[config.mk]
export PLATFORM = sky130hd
export DESIGN_NAME = fetch_stage_flat
export DESIGN_NICKNAME = d
export VERILOG_FILES = /design/src/rtl/fetch_stage_if.sv /design/src/rtl/fetch_stage.sv /design/src/flat_wrapper.sv
export SDC_FILE = /design/constraint.sdc
export NUM_CORES = 1
export LEC_CHECK = 0
export ABC_AREA = 1
export CAP_MARGIN = 20
export CORE_MARGIN = 2
export CORE_UTILIZATION = 60
export CTS_BUF_LIST = sky130_fd_sc_hd__clkbuf_4 sky130_fd_sc_hd__clkbuf_8
export DETAILED_ROUTE_END_ITERATION = 7
export PLACE_DENSITY = 0.95
export SYNTH_ARGS = -nofsm -noshare
export SYNTH_HDL_FRONTEND = slang
export SYNTH_SLANG_ARGS = --single-unit
[constraint.sdc]
create_clock -name clk -period 4.2 [get_ports clk]
set_input_delay 0.63 -clock clk [delete_from_list [all_inputs] [get_ports clk]]
set_output_delay 0.63 -clock clk [all_outputs]
set_load 0.1 [all_outputs]
[src/rtl/fetch_stage_if.sv]
// Bundle of the instruction-memory handshake, downstream control and the IF/ID
// register outputs of the LC-3b fetch stage.
interface fetch_stage_if;
   logic        imem_read;
   logic [15:0] imem_address;
   logic        imem_resp;
   logic [15:0] imem_rdata;
   logic        stall;
   logic        redirect_valid;
   logic [15:0] redirect_pc;
   logic        ifid_valid;
   logic [15:0] ifid_pc;
   logic [15:0] ifid_pc_plus2;
   logic [15:0] ifid_ir;

   modport master (
      output imem_read, imem_address,
      output ifid_valid, ifid_pc, ifid_pc_plus2, ifid_ir,
      input  imem_resp, imem_rdata, stall, redirect_valid, redirect_pc
   );

   modport slave (
      input  imem_read, imem_address,
      input  ifid_valid, ifid_pc, ifid_pc_plus2, ifid_ir,
      output imem_resp, imem_rdata, stall, redirect_valid, redirect_pc
   );
endinterface

[src/rtl/fetch_stage.sv]
// LC-3b instruction-fetch stage: owns the PC, runs the imem read handshake,
// buffers one instruction across ID stalls and squashes fetches on redirect.
module fetch_stage #(
   parameter logic [15:0] RESET_PC  = 16'h0000,
   parameter logic [15:0] NOP_INSTR = 16'h0000
) (
   input logic           clk,
   input logic           rst_n,
   fetch_stage_if.master bus
);

   typedef enum logic [1:0] {FETCH, HOLD, KILL} state_t;

   state_t      state;
   logic [15:0] pc;
   logic [15:0] req_addr;
   logic [15:0] hold_pc;
   logic [15:0] hold_ir;
   logic        valid_q;
   logic [15:0] ifid_pc_q;
   logic [15:0] ifid_pc_plus2_q;
   logic [15:0] ifid_ir_q;

   logic [15:0] pc_plus2;
   logic [15:0] hold_pc_plus2;

   assign pc_plus2      = pc + 16'd2;
   assign hold_pc_plus2 = hold_pc + 16'd2;

   // KILL keeps presenting the squashed request's address until its response drains.
   assign bus.imem_read     = rst_n && (state != HOLD);
   assign bus.imem_address  = (state == KILL) ? req_addr : pc;
   assign bus.ifid_valid    = valid_q;
   assign bus.ifid_pc       = ifid_pc_q;
   assign bus.ifid_pc_plus2 = ifid_pc_plus2_q;
   assign bus.ifid_ir       = ifid_ir_q;

   always_ff @(posedge clk or negedge rst_n) begin
      if (!rst_n) begin
         state           <= FETCH;
         pc              <= RESET_PC;
         req_addr        <= RESET_PC;
         hold_pc         <= 16'h0000;
         hold_ir         <= NOP_INSTR;
         valid_q         <= 1'b0;
         ifid_pc_q       <= 16'h0000;
         ifid_pc_plus2_q <= 16'h0000;
         ifid_ir_q       <= NOP_INSTR;
      end else begin
         if (state == FETCH)
            req_addr <= pc;

         if (bus.redirect_valid) begin
            // Redirect wins over stall; an unanswered FETCH request must be drained in KILL.
            pc        <= bus.redirect_pc & 16'hFFFE;
            valid_q   <= 1'b0;
            ifid_ir_q <= NOP_INSTR;
            case (state)
               FETCH:   state <= bus.imem_resp ? FETCH : KILL;
               HOLD:    state <= FETCH;
               KILL:    state <= bus.imem_resp ? FETCH : KILL;
               default: state <= FETCH;
            endcase
         end else begin
            case (state)
               FETCH: begin
                  if (bus.imem_resp) begin
                     if (!bus.stall) begin
                        valid_q         <= 1'b1;
                        ifid_pc_q       <= pc;
                        ifid_pc_plus2_q <= pc_plus2;
                        ifid_ir_q       <= bus.imem_rdata;
                        pc              <= pc_plus2;
                     end else begin
                        hold_ir <= bus.imem_rdata;
                        hold_pc <= pc;
                        state   <= HOLD;
                     end
                  end else if (!bus.stall) begin
                     valid_q   <= 1'b0;
                     ifid_ir_q <= NOP_INSTR;
                  end
               end
               HOLD: begin
                  if (!bus.stall) begin
                     valid_q         <= 1'b1;
                     ifid_pc_q       <= hold_pc;
                     ifid_pc_plus2_q <= hold_pc_plus2;
                     ifid_ir_q       <= hold_ir;
                     pc              <= pc_plus2;
                     state           <= FETCH;
                  end
               end
               KILL: begin
                  if (bus.imem_resp)
                     state <= FETCH;
                  if (!bus.stall) begin
                     valid_q   <= 1'b0;
                     ifid_ir_q <= NOP_INSTR;
                  end
               end
               default: state <= FETCH;
            endcase
         end
      end
   end

endmodule

[src/flat_wrapper.sv]
// flat-port wrapper written by rule: the top's interface ports become plain ports
module fetch_stage_flat 
#(
   parameter logic [15:0] RESET_PC  = 16'h0000,
   parameter logic [15:0] NOP_INSTR = 16'h0000
)
  (clk, rst_n, bus_imem_read, bus_imem_address, bus_ifid_valid, bus_ifid_pc, bus_ifid_pc_plus2, bus_ifid_ir, bus_imem_resp, bus_imem_rdata, bus_stall, bus_redirect_valid, bus_redirect_pc);
  fetch_stage_if bus_i ();
  input logic clk;
  input logic rst_n;
  output wire logic [$bits(bus_i.imem_read)-1:0] bus_imem_read;
  output wire logic [$bits(bus_i.imem_address)-1:0] bus_imem_address;
  output wire logic [$bits(bus_i.ifid_valid)-1:0] bus_ifid_valid;
  output wire logic [$bits(bus_i.ifid_pc)-1:0] bus_ifid_pc;
  output wire logic [$bits(bus_i.ifid_pc_plus2)-1:0] bus_ifid_pc_plus2;
  output wire logic [$bits(bus_i.ifid_ir)-1:0] bus_ifid_ir;
  input wire logic [$bits(bus_i.imem_resp)-1:0] bus_imem_resp;
  input wire logic [$bits(bus_i.imem_rdata)-1:0] bus_imem_rdata;
  input wire logic [$bits(bus_i.stall)-1:0] bus_stall;
  input wire logic [$bits(bus_i.redirect_valid)-1:0] bus_redirect_valid;
  input wire logic [$bits(bus_i.redirect_pc)-1:0] bus_redirect_pc;
  assign bus_imem_read = bus_i.imem_read;
  assign bus_imem_address = bus_i.imem_address;
  assign bus_ifid_valid = bus_i.ifid_valid;
  assign bus_ifid_pc = bus_i.ifid_pc;
  assign bus_ifid_pc_plus2 = bus_i.ifid_pc_plus2;
  assign bus_ifid_ir = bus_i.ifid_ir;
  assign bus_i.imem_resp = bus_imem_resp;
  assign bus_i.imem_rdata = bus_imem_rdata;
  assign bus_i.stall = bus_stall;
  assign bus_i.redirect_valid = bus_redirect_valid;
  assign bus_i.redirect_pc = bus_redirect_pc;
  fetch_stage #(.RESET_PC(RESET_PC), .NOP_INSTR(NOP_INSTR)) u_core (.clk(clk), .rst_n(rst_n), .bus(bus_i));
endmodule
==> results_dict.tcl <==
set metrics [dict create \
    layout_common_cells "nand2_1 (303), dfrtp_1 (110), o21ai_0 (96), clkdlybuf4s50_1 (82), nand3_1 (77)" \
    cts_buffer_depth 2 \
    numPortBuffers 98 \
    core_sq_mm 0.00977 \
    num_io_pins 103 \
    antenna_found_initial 0 \
    max_freq_ghz 0.332 \
    slew_viol_final 0 \
    synth_top_family_by_area "simple AND/OR/NAND/NOR gates" \
    synthCells 824 \
    num_vias 5965 \
    crit_type "reg -> out" \
    root_buffer "clkbuf_8" \
    post_cts_resized 0 \
    max_cap_viol_count 0 \
    initial_utilization_pct 61.8 \
    drc 0 \
    min_path_type "in -> async" \
    netlist_area_sq_mm 0.00604 \
    ys_ff_latch 110 \
    hold_buffers 0 \
    postCtsSetupRepairBufs 0 \
    grt.total_usage_pct 30.0 \
    cp-end-kind "output port" \
    h-tree-depth 3 \
    synth-simple-area-share_pct 31.1 \
    max_slew_margin_pct 31.3 \
    muxShareOfSynthArea_pct 0 \
    synthAdderAreaFrac_pct 1.24 \
    drt_iter0_markers 549 \
    yosysWarnings 0 \
    hold_viol_final 0 \
    wire_per_inst_um 15.6 \
    cp.arrival_ps 2380 \
    die_h_um 104 \
    syn_area_per_cell_sq_um 7.33 \
    final_common_cell "nand2_1" \
    first_global_vias 5528 \
    clock_sinks 110 \
    grt_max_degree 76 \
    layout.nets 935 \
    grt_pass1_wl_um 26600 \
    critPathRequiredTime_ps 3570 \
    postRouteAntennaNets 0 \
    synth_cell_types 36 \
    tns_ps 0 \
    fp.dieW_um 104 \
    synth-compound-area-share_pct 13.8 \
    drtPass1Iterations 6 \
    viasPerCell 5.79 \
    routed_wl_um 16000 \
    hpwl_um 11000 \
    clk_pin_slew_ps 130 \
    setup-violations-final 0 \
    rows 36 \
    place_congestion 0.949 \
    finClkSkew_ps 25.6 \
    clk_latency_ps 390 \
    path_max_fanout 3 \
    tightestPinTransition_ps 1030 \
    grt_overflow 0 \
    dieArea_sq_mm 0.0109 \
    cts_tree "yes" \
    synthXorXnorAreaFrac_pct 1.02 \
    rsz0062_at_grt "no" \
    cts_buffers 9 \
    syn2layout_area_growth_pct 18.5 \
    layout-drive-gt1-share_pct 6.02 \
    ys_seq_area_share_pct 45.6 \
    worstSetupStartpointType "flip-flop" \
    status "completed" \
    period_share_pct 71.7 \
    n_antenna_cell 0 \
    period_minus_slack_ps 3010 \
]
critical path, stage by stage (launching register included):
cell and delay, ps:
dfrtp_1 390, inv_1 90, ha_1 270, nor2_1 120
clkdlybuf4s50_1 1130
through the flow:
| step | hold WS, ps | worst slack, ps | std cells | utilization, % | area (sq um) |
|---|---|---|---|---|---|
| final | 156 | 1190 | 1030 | 73.2 | 7160 |
| after global routing | 202 | 960 | 1030 | 73.2 | 7160 |
| after CTS | 177 | 1200 | 1030 | 73.2 | 7160 |
| after detailed placement | 459 | 1060 | 1014 | 71.1 | 6950 |
| after global placement | 454 | 1080 | 1014 | 71.1 | 6950 |
| after floorplan | 334 | 434 | 826 | - | 6050 |
state kept, by name (all words and copies together), names as in the netlist:
| register | count |
|---|---|
| u_core.pc | 15 |
| u_core.bus.ifid_pc_plus2 | 15 |
| u_core.bus.ifid_pc | 15 |
| u_core.hold_ir | 16 |
| u_core.req_addr | 15 |
| u_core.bus.ifid_valid | 1 |
| u_core.state | 2 |
| u_core.hold_pc | 15 |
| u_core.bus.ifid_ir | 16 |
path summary, 6_finish.rpt:
path / endpoint / depth (start not counted) / from / slack, ps
worst max-delay path: bus_imem_read / 4 / u_core.state[1]$_DFFE_PN0P_ / 1190
worst max register to register: u_core.bus.ifid_pc_plus2[12]$_DFFE_PN0P_ / 11 / u_core.state[0]$_DFFE_PN0P_ / 1380
min in group clk: u_core.hold_ir[4]$_DFFE_PN0P_ / 2 / u_core.hold_ir[4]$_DFFE_PN0P_ / 490
max in group asynchronous: u_core.bus.ifid_ir[14]$_DFFE_PN0P_ / 2 / rst_n / 2710
worst min register to register: u_core.hold_ir[4]$_DFFE_PN0P_ / 2 / u_core.hold_ir[4]$_DFFE_PN0P_ / 490
worst min-delay path: u_core.bus.ifid_pc[4]$_DFFE_PN0P_ / 1 / rst_n / 160
Yosys cell counts:
master,instances,area (sq um)
clkbuf_2,1,5.00
a31oi_1,5,31.3
o31ai_1,1,7.51
xor2_1,6,52.6
nand4_1,6,37.5
inv_2,3,11.3
buf_4,6,45.0
nand2_4,2,22.5
xnor2_1,1,8.76
nor2_4,1,11.3
nor2_1,56,210
o21bai_1,1,7.51
a32oi_1,16,140
o211ai_1,6,45.0
inv_4,1,6.26
conb_1,1,3.75
nand3_1,77,385
nand2_1,303,1140
clkinv_1,1,3.75
o21ai_0,96,480
inv_1,41,154
buf_2,21,105
or2_2,1,6.26
nand3_2,1,10.0
buf_6,3,33.8
nor3_1,2,10.0
dfrtp_1,110,2750
a21oi_1,18,90.1
nor2_2,3,18.8
buf_1,1,3.75
o22ai_1,1,6.26
ha_1,6,75.1
clkbuf_1,18,67.6
nand2_2,2,12.5
nor3_4,1,16.3
o21ai_1,5,25.0
logic make-up after synthesis:
kind of cell | count (synthesis)
buffers and inverters | 96
other | 1
XOR/XNOR | 7
AO/OA/AOI/OAI | 149
adder cells (fa/ha/maj) | 6
AND/OR/NAND/NOR | 455
flip-flops | 110
layer usage:
layer  wire length, um  GRT usage, %  vias to the layer above
met1              6680          42.1                     2744
met4               472          12.5                        0
met5                 0             0                        -
met2              7390          47.0                      349
met3              1490          4.20                       41
li1                  -             -                     2831
area by class of cell:
class                      count  area, sq um
sequential                   110         2750
timing repair buffer         105          993
multi-input combinational    620         2860
inverter                      46          175
fill                         714         2620
clock inverter                 7         85.1
clock buffer                   9          124
tap                          133          166
Power is left out: the tool's default activity adds up to more than one toggle a clock period on the data nets, which glitch-free logic cannot reach.
